==> src/rtl/rb_link_pkg.sv <==
// Shared definitions for the RB1->RB2 serial link (transmitter and S2 receiver).
// Latency: n/a (constants, types and a helper function only).
// Backpressure: n/a.
//
// Frame layout on the wire, first bit first:
//   A[ADDR_W-1] .. A[0], D[DATA_W-1] .. D[0]
// In other words, the frame word is {addr, data} sent MSB first.
package rb_link_pkg;

  localparam int ADDR_W  = 3;
  localparam int DATA_W  = 18;
  localparam int FRAME_W = ADDR_W + DATA_W;
  localparam int N_WORDS = 8;

  // ST_ prefix keeps the GAP state distinct from the GAP length parameter.
  typedef enum logic [2:0] {
    ST_IDLE,
    ST_FETCH,
    ST_LOAD,
    ST_SEND,
    ST_GAP,
    ST_DONE
  } state_t;

  // Frame word whose MSB is transmitted first.
  function automatic logic [FRAME_W-1:0] frame_pack(input logic [ADDR_W-1:0] addr,
                                                    input logic [DATA_W-1:0] data);
    return {addr, data};
  endfunction

endpackage

==> src/rtl/frame_piso.sv <==
// Parallel-load, MSB-first shift register with a bit counter for one link frame.
// Latency: sd shows din[W-1] the cycle after load; one further bit per shift.
// Backpressure: none; the controller decides when to load and shift.
//
// Ports:
//   clk, rst   clock, asynchronous active-high reset
//   load       capture din and clear the bit counter (wins over shift)
//   shift      move to the next bit; zeros fill from the bottom
//   din[W]     frame word, MSB sent first
//   sd         current serial bit (MSB of the register)
//   last       the bit currently on sd is the final bit of the frame
module frame_piso #(
  parameter int W = rb_link_pkg::FRAME_W
) (
  input  logic         clk,
  input  logic         rst,
  input  logic         load,
  input  logic         shift,
  input  logic [W-1:0] din,
  output logic         sd,
  output logic         last
);

  // Counter reaches W after the final shift, so it needs room for W.
  localparam int CNT_W = $clog2(W + 1);

  logic [W-1:0]     shift_q;
  logic [CNT_W-1:0] cnt_q;

  always_ff @(posedge clk or posedge rst) begin
    if (rst) begin
      shift_q <= '0;
      cnt_q   <= '0;
    end else if (load) begin
      shift_q <= din;
      cnt_q   <= '0;
    end else if (shift) begin
      // Zero fill leaves the register empty once the frame is out, so sd
      // idles low without extra gating.
      shift_q <= {shift_q[W-2:0], 1'b0};
      cnt_q   <= cnt_q + CNT_W'(1);
    end
  end

  assign sd   = shift_q[W-1];
  assign last = (cnt_q == CNT_W'(W - 1));

endmodule

==> src/rtl/rb_serial_tx_ctrl.sv <==
// Walks RB1 words 0..N_WORDS-1 and serialises each as an {addr,data} frame on sen/sd.
// Latency: first sen low 2 cycles after start; 2+FRAME+GAP cycles per word.
// Backpressure: none; start is ignored unless IDLE or DONE.
//
// Ports:
//   clk, rst   clock, asynchronous active-high reset
//   start      one-cycle run request (accepted in IDLE or DONE)
//   busy       run in progress (FETCH of word 0 until DONE)
//   done       run complete, held until the next start
//   RB1_RW     RB1 read/write select, permanently read (1)
//   RB1_A      RB1 read address
//   RB1_Q      RB1 read data, one cycle after RB1_A
//   sen        frame enable, active low, low for ADDR_W+DATA_W cycles per frame
//   sd         serial data, meaningful while sen is low, 0 otherwise
module rb_serial_tx_ctrl #(
  parameter int ADDR_W  = rb_link_pkg::ADDR_W,
  parameter int DATA_W  = rb_link_pkg::DATA_W,
  parameter int N_WORDS = rb_link_pkg::N_WORDS,
  parameter int GAP     = 2
) (
  input  logic              clk,
  input  logic              rst,
  input  logic              start,
  output logic              busy,
  output logic              done,
  output logic              RB1_RW,
  output logic [ADDR_W-1:0] RB1_A,
  input  logic [DATA_W-1:0] RB1_Q,
  output logic              sen,
  output logic              sd
);

  import rb_link_pkg::*;

  localparam int FW    = ADDR_W + DATA_W;
  localparam int GAP_W = $clog2(GAP + 1);

  state_t            state_q, state_nxt;
  logic [ADDR_W-1:0] idx_q, idx_nxt;
  logic [GAP_W-1:0]  gap_cnt_q, gap_cnt_nxt;
  logic              piso_load, piso_shift, piso_last, piso_sd;

  logic              sen_q, busy_q, done_q;
  logic [ADDR_W-1:0] rb1_a_q;

  always_ff @(posedge clk or posedge rst) begin
    if (rst) state_q <= ST_IDLE;
    else     state_q <= state_nxt;
  end

  always_comb begin
    state_nxt   = state_q;
    idx_nxt     = idx_q;
    gap_cnt_nxt = '0;
    piso_load   = 1'b0;
    piso_shift  = 1'b0;
    unique case (state_q)
      ST_IDLE, ST_DONE: begin
        if (start) begin
          state_nxt = ST_FETCH;
          idx_nxt   = '0;
        end
      end
      ST_FETCH: state_nxt = ST_LOAD;
      ST_LOAD: begin
        // RB1_Q now reflects the address presented during FETCH.
        piso_load = 1'b1;
        state_nxt = ST_SEND;
      end
      ST_SEND: begin
        piso_shift = 1'b1;
        if (piso_last) state_nxt = ST_GAP;
      end
      ST_GAP: begin
        if (gap_cnt_q == GAP_W'(GAP - 1)) begin
          if (idx_q == ADDR_W'(N_WORDS - 1)) begin
            state_nxt = ST_DONE;
          end else begin
            state_nxt = ST_FETCH;
            idx_nxt   = idx_q + ADDR_W'(1);
          end
        end else begin
          gap_cnt_nxt = gap_cnt_q + GAP_W'(1);
        end
      end
      default: state_nxt = ST_IDLE;
    endcase
  end

  // Outputs are registered from the next state so they line up with the
  // state they describe rather than trailing it by a cycle.
  always_ff @(posedge clk or posedge rst) begin
    if (rst) begin
      idx_q     <= '0;
      gap_cnt_q <= '0;
      sen_q     <= 1'b1;
      busy_q    <= 1'b0;
      done_q    <= 1'b0;
      rb1_a_q   <= '0;
    end else begin
      idx_q     <= idx_nxt;
      gap_cnt_q <= gap_cnt_nxt;
      sen_q     <= (state_nxt != ST_SEND);
      busy_q    <= (state_nxt == ST_FETCH) || (state_nxt == ST_LOAD) ||
                   (state_nxt == ST_SEND)  || (state_nxt == ST_GAP);
      done_q    <= (state_nxt == ST_DONE);
      if (state_nxt == ST_FETCH) rb1_a_q <= idx_nxt;
    end
  end

  frame_piso #(
    .W(FW)
  ) u_piso (
    .clk  (clk),
    .rst  (rst),
    .load (piso_load),
    .shift(piso_shift),
    .din  ({idx_q, RB1_Q}),
    .sd   (piso_sd),
    .last (piso_last)
  );

  assign RB1_RW = 1'b1;
  assign RB1_A  = rb1_a_q;
  assign sen    = sen_q;
  assign sd     = piso_sd;
  assign busy   = busy_q;
  assign done   = done_q;

endmodule

==> config.mk <==
export PLATFORM = sky130hd
export DESIGN_NAME = rb_serial_tx_ctrl
export DESIGN_NICKNAME = d
export VERILOG_FILES = /design/src/rtl/rb_link_pkg.sv /design/src/rtl/frame_piso.sv /design/src/rtl/rb_serial_tx_ctrl.sv
export SDC_FILE = /design/constraint.sdc
export NUM_CORES = 1
export LEC_CHECK = 0
export CAP_MARGIN = 20
export CORE_ASPECT_RATIO = 0.7
export CORE_UTILIZATION = 53
export CTS_BUF_LIST = sky130_fd_sc_hd__clkbuf_16
export DETAILED_ROUTE_END_ITERATION = 6
export HOLD_SLACK_MARGIN = 0.15
export PLACE_DENSITY = 0.77
export SLEW_MARGIN = 20
export SYNTH_ARGS = -nofsm -noshare
export SYNTH_HDL_FRONTEND = slang
export SYNTH_HIERARCHICAL = 1
export SYNTH_SLANG_ARGS = --single-unit
==> constraint.sdc <==
create_clock -name clk -period 2.1 [get_ports clk]
set_input_delay 0.42 -clock clk [delete_from_list [all_inputs] [get_ports clk]]
set_output_delay 0.42 -clock clk [all_outputs]
set_load 0.005 [all_outputs]
Word-level counts from Yosys, hierarchy flattened:

Index checks and enable logic that the tools add are counted.

* reductions and logical operators: 6
* mux-type cells: 17
* add/sub/neg operators: 3
* equality and inequality tests: 14

Operators by type and width (count)
* $mux 21: 2
* $mux 3: 7
* $eq 3x3->1 const B: 5
* $pmux 3 s5: 1
* $eq 3x2->1 const B: 4
* $mux 5: 2
* $eq 3x1->1 const B: 2
* $pmux 3 s2: 1
* $add 5x1->5 const B: 1
* $eq 5x5->1 const B: 1
* $mux 2: 2
* $add 3x1->3 const B: 1
* $logic_not 3->1: 1
* $logic_or 1x1->1: 3
* $ne 3x2->1 const B: 1
* $add 2x1->2 const B: 1
* $eq 2x1->1 const B: 1
* $mux 1: 2
* $reduce_bool 2->1: 1
* $reduce_or 2->1: 1

* register bits after elaboration: 40
* output and inout bits: 8
* input bits: 21

Depth between registers and ports, before layout:

Gate-level depths: netlist of the first run.

* depth after elaboration: 8
* depth in mapped cells: 7

Modules after synthesis:

The synthesis of the first run kept the hierarchy.

By module, submodules not included
* frame_piso: area each 1270.0 µm², sequential area each 650.6 µm², instances 1, cells an instance 118
* rb_serial_tx_ctrl: area each 694.4 µm², sequential area each 351.6 µm², instances 1, cells an instance 63

Worst setup path before layout of the first run:

Ideal clock, no wire load.

* path kind: reg-to-reg
* start: reg state_q[2]
* end: reg u_piso.cnt_q[4]
* stages on the path, launching flop included: 5
* buffers on the path: 0
* arrival: 1382 ps
* path slack: 591 ps
* data required time: 1973 ps
* cell sequence: dfrtp_1 and2b_2 nor2b_1 and2b_2 mux2_1

* word-level cells in the longest chain between the ends: 3
* elaborated cells on any way between the ends: 6
* those cells by class: eq/ne: 2; mux: 3; reduce/logical: 1

RTL lines
* start: declaration: RTL line rb_serial_tx_ctrl.sv:38 `state_t state_q, state_nxt;`
* start signal: assignment: RTL line rb_serial_tx_ctrl.sv:48 `else state_q <= state_nxt;`
* $eq 3x2->1 *: RTL line rb_serial_tx_ctrl.sv:57 `unique case (state_q)`
* $mux 1 *: RTL line rb_serial_tx_ctrl.sv:57
* named net piso_load: RTL line rb_serial_tx_ctrl.sv:41 `logic piso_load, piso_shift, piso_last, piso_sd;`
* $mux 5 or $reduce_bool 2->1 (tied branches)
* end signal: assignment: RTL line frame_piso.sv:41 `cnt_q <= cnt_q + CNT_W'(1);`
* end: declaration: RTL line frame_piso.sv:28 `logic [CNT_W-1:0] cnt_q;`

Mark *: on every way through the listed nets, which the timed path passes. The rest lies on a longest branch.
A chain may end at the register's enable or synchronous reset.

Worst setup path after layout of the first run:

* start: reg state_q[1]
* end: reg u_piso.shift_q[20]

* word-level cells in the longest chain between the ends: 3
* elaborated cells on any way between the ends: 6
* those cells by class: eq/ne: 2; mux: 3; reduce/logical: 1

RTL lines
* $eq 3x2->1: RTL line rb_serial_tx_ctrl.sv:57
* $mux 1: RTL line rb_serial_tx_ctrl.sv:57
* named net piso_shift: RTL line rb_serial_tx_ctrl.sv:41
* $reduce_bool 2->1 (no source line)
* end signal: assignment: RTL line frame_piso.sv:35 `shift_q <= din;`
* end signal: assignment: RTL line frame_piso.sv:40 `shift_q <= {shift_q[W-2:0], 1'b0};`
* end: declaration: RTL line frame_piso.sv:27 `logic [W-1:0] shift_q;`

The timed path passes the listed nets, and every way through them passes these cells.

==> flow_metrics.py, run 1 <==
metrics = {
    "status": {
        "status": "finished clean",
    },
    "detailed_routing": {
        "drt-pass1-iter-count": 4,
        "wire_per_inst_um": 13.55,
        "drc_errors": 0,
        "via_per_inst": 5.062,
        "drt-total-wl_um": 3496,
        "vias": 1306,
        "first_iter_violations": 70,
        "postRouteAntennaNets": 0,
    },
    "grt": {
        "grt_pass1_wl_um": 5747,
        "grt_max_degree": 32,
        "track_usage_pct": 20.16,
        "antenna_found_initial": 0,
        "overflow": 0,
        "grt_pass1_vias": 1238,
    },
    "die": {
        "die_y_um": 52.94,
        "core_region_area_um2": 3536,
        "io_pins": 29,
        "die_x_um": 74.77,
        "initial_core_util_pct": 55.56,
        "dieArea_um2": 3958,
        "rows": 18,
    },
    "cts": {
        "cts_buffer_depth": 2,
        "path_clk_slew_ns": 0.06,
        "cts_root_buf": "clkbuf_16",
        "cts_setup_buffers": 0,
        "htreeDepth": 2,
        "cts_buffers": 5,
        "cts.sinks": 40,
        "postCtsHoldBufs": 0,
        "cts_tree": "built",
        "clk_latency_ns": 0.28,
        "post_cts_resized": 0,
    },
    "timing": {
        "final_max_slew_viol_count": 0,
        "layout_setup_ws_ns": 0.3128,
        "tightestPinTransition_ns": 0.5255,
        "relSlewSlack_pct": 64.93,
        "min_period_over_period_pct": 85.10,
        "finClkSkew_ns": 0.006251,
        "fmaxAchievable_ghz": 0.5595,
        "final.setup.tns_ns": 0,
        "rsz0062_at_grt": "false",
        "final_hold_viol_count": 0,
        "min_period_ns": 1.787,
        "setup_violations": 0,
    },
    "finish": {
        "drive_above_1_share_pct": 12.50,
        "register_area_um2": 1002,
        "n_antenna_cell": 0,
        "fill_cells": 271,
        "syn_to_final_growth_pct": 22.48,
        "nets": 231,
        "multiInputGateArea_um2": 830.8,
    },
    "synthesis": {
        "synth_top_area_cell": "dfrtp_1",
        "synthFlopType": "dfrtp_1",
        "synth_common_cells": "dfrtp_1 (39), nand2_1 (25), mux2i_1 (21)",
        "syn_inst": 181,
        "ys_ff_latch": 40,
        "synth-edff-count": 0,
        "synthesis.nets": 205,
        "synthTopCellsByArea": "dfrtp_1 (50%), mux2i_1 (11%), nand2_1 (4.8%), o21ai_1 (3.8%), o21ai_0 (2.5%)",
        "synth_cell_types": 43,
        "yosys_warnings": 6,
        "muxShareOfSynthArea_pct": 12.61,
        "ys_seq_area_share_pct": 51.02,
        "yosysMostFrequentCell": "dfrtp_1",
        "yosys.area.top_type_share_pct": 49.68,
        "synth_top_family_by_area": "simple AND/OR/NAND/NOR gates",
        "avgSynthCellArea_um2": 10.85,
        "yosys.area_share.xor_xnor_pct": 1.338,
        "synthAdderAreaFrac_pct": 1.911,
        "synth_compound_area_share_pct": 11.53,
        "synthSimpleGateAreaFrac_pct": 14.59,
        "netlist_area_um2": 1964,
        "async_flop_share_pct": 100.0,
    },
    "setup_path": {
        "path_buf_inv": 1,
        "crit_path_max_fanout": 22,
        "worstPathRequired_ns": 2.26,
        "crit_chain": "and2b_2 -> and2_1 -> buf_12 -> mux2i_1 -> o21ai_1",
        "cp_slowest_cell": "dfrtp_1",
        "endpoint_kind": "flop",
        "crit_type": "reg2reg",
        "cp_slowest_stage_delay_ns": 0.52,
        "reg2reg_slack_ns": 0.31,
        "crit_arrival_ns": 1.95,
        "cp_top_family": "simple AND/OR/NAND/NOR gates",
        "start_kind": "flop",
    },
    "power_and_ir_drop": {
        "comb_power_share_pct": 3.3,
        "p_leak_nw": 1.016,
        "powerDensity_nw_per_um2": 705.8,
        "seqPwrFrac_pct": 45.4,
        "peakVddDrop_mv": 0.4970,
        "p_switching_mw": 0.3288,
        "p_sw_share_pct": 19.36,
        "intPower_mw": 1.369,
        "clockPowerShare_pct": 51.3,
    },
    "min_path": {
        "holdCritPathClass": "reg2reg",
    },
    "placement": {
        "pre_cts_ws_ns": 0.3528,
        "dpl.hpwl_um": 2425,
        "port_buffers": 27,
        "gp_congestion": 0.8318,
    },
    "flow_run": {
        "max-cap-violations": 0,
    },
}
-- cells by family (layout without fill, tap and decap cells) --
family | after synthesis | in the layout
compound gates | 38 | 38
xor+xnor | 3 | 3
fa+ha+maj | 3 | 3
buf+inv | 19 | 46
flops | 40 | 40
mux | 24 | 24
other cells | 1 | 1
simple gates | 53 | 53
-- flip-flops by register name, summed over array words and instances (netlist names) --
signal,cells
u_piso/shift_q,21
state_q,3
busy,1
sen,1
RB1_A,3
done,1
u_piso/cnt_q,5
gap_cnt_q,2
idx_q,3
-- cell usage in the layout (no fill, tap or decap), types with 2 or more instances in the layout --
| cell | n |
|---|---|
| buf_4 | 3 |
| clkbuf_16 | 5 |
| ha_1 | 3 |
| o21ai_1 | 15 |
| a22o_2 | 3 |
| nand3b_1 | 2 |
| xor2_1 | 2 |
| clkdlybuf4s50_1 | 27 |
| inv_1 | 7 |
| dfrtp_1 | 39 |
| nand4_1 | 2 |
| a21oi_1 | 3 |
| nand2_1 | 25 |
| mux2i_1 | 21 |
| nor3b_2 | 2 |
| and2b_2 | 2 |
| mux2_1 | 2 |
| and2_1 | 3 |
| nor2_1 | 7 |
| o21ai_0 | 10 |
-- final cells by class --
type                       instances  area share (%)
sequential                        40           41.65
multi-input combinational        122           34.53
clock inverter                     3           1.924
timing repair buffer              31           13.00
clock buffer                       5           5.200
tap                               50           2.600
inverter                           7           1.092
-- per-stage QoR --
stage / cells / util [%] / power [mW] / hold WS (ns) / cell area [um2]
3_5_place_dp: 250 / 63.20 / 0.8423 / 0.4235 / 2235
6_report: 258 / 68.05 / 1.698 / 0.4345 / 2406
5_1_grt: 258 / 68.05 / 1.749 / 0.4579 / 2406
2_1_floorplan: 181 / - / 0.7992 / 0.3085 / 1964
4_1_cts: 258 / 68.05 / 1.717 / 0.4413 / 2406
3_3_place_gp: 250 / 63.20 / 0.8411 / 0.4123 / 2235
-- final timing paths --
| kind | depth (start not counted) | startpoint | endpoint |
|---|---|---|---|
| max in group asynchronous | 2 | rst | sen$_DFF_PP1_ |
| hold / removal | 1 | gap_cnt_q[0]$_DFF_PP0_ | gap_cnt_q[0]$_DFF_PP0_ |
| setup reg to reg | 5 | state_q[1]$_DFF_PP0_ | u_piso/shift_q[20]$_DFFE_PP0P_ |
| min in group asynchronous | 2 | rst | RB1_A[1]$_DFFE_PP0N_ |
| hold reg to reg | 1 | gap_cnt_q[0]$_DFF_PP0_ | gap_cnt_q[0]$_DFF_PP0_ |
| setup / recovery | 5 | state_q[1]$_DFF_PP0_ | u_piso/shift_q[20]$_DFFE_PP0P_ |
-- power groups by stage --
stage,Clock [mW],Sequential (mW),Combinational [mW]
after global routing,0.917,0.770,0.0620
after global placement,0,0.785,0.0563
final,0.871,0.771,0.0563
after floorplan,0,0.785,0.0144
after CTS,0.888,0.771,0.0583
after detailed placement,0,0.785,0.0575
-- routing by layer --
layer  GRT usage, %  vias up  routed length, um
li1               -      665                  -
met1          26.04      620               1685
met2          32.28       16               1674
met3          5.143        5                 88
met4          8.491        0                 48
met5              0        -                  0
Note: power is estimated with default switching activity, not from simulation.
==> run 2, diff against run 1 <==
--- a/config.mk
+++ b/config.mk
@@ -5,10 +5,10 @@
 export SDC_FILE = /design/constraint.sdc
 export NUM_CORES = 1
 export LEC_CHECK = 0
-export CAP_MARGIN = 20
 export CORE_ASPECT_RATIO = 0.7
 export CORE_UTILIZATION = 53
 export CTS_BUF_LIST = sky130_fd_sc_hd__clkbuf_16
+export CTS_CLUSTER_DIAMETER = 60
 export DETAILED_ROUTE_END_ITERATION = 6
 export HOLD_SLACK_MARGIN = 0.15
 export PLACE_DENSITY = 0.77
==> results of run 2 <==
No change in the layout: final DEF, timing and power equal those of run 1.
==> run 3, diff against run 2 <==
--- a/config.mk
+++ b/config.mk
@@ -11,7 +11,7 @@
 export CTS_CLUSTER_DIAMETER = 60
 export DETAILED_ROUTE_END_ITERATION = 6
 export HOLD_SLACK_MARGIN = 0.15
-export PLACE_DENSITY = 0.77
+export PLACE_DENSITY = 0.89
 export SLEW_MARGIN = 20
 export SYNTH_ARGS = -nofsm -noshare
 export SYNTH_HDL_FRONTEND = slang
==> flow_metrics.py, run 3 (synthesis gave the netlist of run 1 again) <==
metrics = {
    "setup_path": {
        "crit_chain": "and2b_2 -> and2_1 -> buf_4 -> mux2i_1 -> o21ai_0",
        "start_kind": "flop",
        "worstPathRequired_ns": 2.25,
        "r2r_start": "state_q[1]$_DFF_PP0_",
        "crit_path_max_fanout": 19,
        "reg2reg_slack_ns": 0.36,
        "r2r_cells": 5,
        "r2r_end": "u_piso/shift_q[17]$_DFFE_PP0P_",
        "crit_type": "reg2reg",
        "cp_slowest_stage_delay_ns": 0.52,
        "crit_arrival_ns": 1.89,
        "endpoint_kind": "flop",
        "cp_slowest_cell": "dfrtp_1",
    },
    "finish": {
        "syn_to_final_growth_pct": 22.04,
        "largest_reg_flops": 21,
        "final_util_pct": 67.80,
        "nets": 232,
        "drive_above_1_share_pct": 12.44,
        "final_cell_mix": "dfrtp_1 (39), clkdlybuf4s50_1 (27), nand2_1 (25), mux2i_1 (21), o21ai_1 (15)",
        "layout_commonest_cell": "dfrtp_1",
        "register_area_um2": 1002,
        "top_register": "u_piso/shift_q",
        "top_regs": "u_piso/shift_q x21, u_piso/cnt_q x5",
        "n_antenna_cell": 0,
        "fill_cells": 261,
        "multiInputGateArea_um2": 830.8,
    },
    "grt": {
        "use_met2_pct": 30.03,
        "antenna_found_initial": 0,
        "track_usage_pct": 19.81,
        "met3_usage_pct": 8.000,
        "grt_pass1_wl_um": 5416,
        "grtUsageMet1_pct": 26.22,
        "grt_busiest_layer": "met2",
        "grt_pass1_vias": 1187,
        "overflow": 0,
        "grt_max_degree": 38,
    },
    "die": {
        "rows": 18,
        "core_region_area_um2": 3536,
        "dieArea_um2": 3958,
        "io_pins": 29,
        "initial_core_util_pct": 55.56,
        "die_y_um": 52.94,
        "die_x_um": 74.77,
    },
    "placement": {
        "port_buffers": 27,
        "pre_cts_ws_ns": 0.3690,
        "gp_congestion": 0.7685,
        "dpl.hpwl_um": 2380,
    },
    "cts": {
        "cts_buffer_depth": 2,
        "cts_tree": "built",
        "cts_setup_buffers": 0,
        "htreeDepth": 2,
        "cts_root_buf": "clkbuf_16",
        "clk_latency_ns": 0.28,
        "path_clk_slew_ns": 0.06,
        "post_cts_resized": 0,
        "cts_buffers": 5,
        "cts.sinks": 40,
        "postCtsHoldBufs": 0,
    },
    "detailed_routing": {
        "vias": 1331,
        "postRouteAntennaNets": 0,
        "first_iter_violations": 122,
        "via_per_inst": 5.139,
        "wire_per_inst_um": 13.29,
        "drt-pass1-iter-count": 4,
        "drc_errors": 0,
        "drt-total-wl_um": 3443,
    },
    "timing": {
        "finClkSkew_ns": 0.003024,
        "layout_setup_ws_ns": 0.3557,
        "rsz0062_at_grt": "false",
        "final_hold_viol_count": 0,
        "relSlewSlack_pct": 65.37,
        "tightestPinTransition_ns": 0.5189,
        "min_period_ns": 1.744,
        "final.setup.tns_ns": 0,
        "hold-worst-slack_ns": 0.4568,
        "min_period_over_period_pct": 83.06,
        "final_max_slew_viol_count": 0,
        "setup_violations": 0,
        "fmaxAchievable_ghz": 0.5733,
    },
    "min_path": {
        "whs_path_depth": 1,
        "holdCritPathClass": "reg2reg",
        "hold_path_end": "gap_cnt_q[0]$_DFF_PP0_",
        "hold_start": "gap_cnt_q[0]$_DFF_PP0_",
    },
    "power_and_ir_drop": {
        "clockPowerShare_pct": 50.5,
        "intPower_mw": 1.363,
        "seqPwrFrac_pct": 46.1,
        "powerDensity_nw_per_um2": 698.5,
        "p_sw_share_pct": 18.59,
        "p_leak_nw": 1.020,
        "comb_power_share_pct": 3.4,
        "peakVddDrop_mv": 0.8532,
        "p_switching_mw": 0.3112,
    },
    "status": {
        "status": "finished clean",
    },
    "flow_run": {
        "max-cap-violations": 0,
    },
}
[run 3: power groups by stage]
| stage | logic, mW | registers (mW) | clock network, mW |
|---|---|---|---|
| 2_1_floorplan | 0.0144 | 0.785 | 0 |
| 3_3_place_gp | 0.0566 | 0.785 | 0 |
| 3_5_place_dp | 0.0576 | 0.785 | 0 |
| 4_1_cts | 0.0586 | 0.771 | 0.862 |
| 5_1_grt | 0.0627 | 0.770 | 0.903 |
| 6_report | 0.0569 | 0.771 | 0.846 |
[run 3: area by class of cell]
class / instances / area share (%)
clock inverters: 3 / 1.775
clock buffers: 5 / 5.219
multi-input cells: 122 / 34.66
well taps: 50 / 2.610
inverters: 7 / 1.096
repair buffers: 32 / 12.84
flip-flops and latches: 40 / 41.81
[run 3: metal layers]
metal	share of wire (%)	routed length [um]
met1	48	1641
met2	47	1604
met3	4.6	158
met4	1.1	39
met5	0	0
[run 3: stage by stage]
stage / power, mW / instance area, um2 / instances
after global routing: 1.736 / 2397 / 259
after detailed placement: 0.8424 / 2230 / 251
after global placement: 0.8415 / 2230 / 251
after CTS: 1.692 / 2397 / 259
after floorplan: 0.7992 / 1964 / 181
final: 1.674 / 2397 / 259
[run 3: worst max path at each step]
stage                               startpoint  slack, ns                              to  cells past startpoint
after global placement                   start       0.39              idx_q[0]$_DFF_PP0_                      4
after CTS                 state_q[1]$_DFF_PP0_       0.35  u_piso/shift_q[17]$_DFFE_PP0P_                      5
final                     state_q[1]$_DFF_PP0_       0.36  u_piso/shift_q[17]$_DFFE_PP0P_                      5
after detailed placement                 start       0.37              idx_q[0]$_DFF_PP0_                      4
after floorplan           state_q[2]$_DFF_PP0_       0.59     u_piso/cnt_q[4]$_DFFE_PP0P_                      4
after global routing      state_q[1]$_DFF_PP0_       0.25  u_piso/shift_q[17]$_DFFE_PP0P_                      5
[run 3: worst max-delay path, delay by kind of cell, from the launching register on]
kind | cells | cell delay, ns
buffers and inverters | 1 | 0.32
flip-flops | 1 | 0.52
multiplexers | 1 | 0.25
AO/OA/AOI/OAI | 1 | 0.10
AND/OR/NAND/NOR | 2 | 0.42
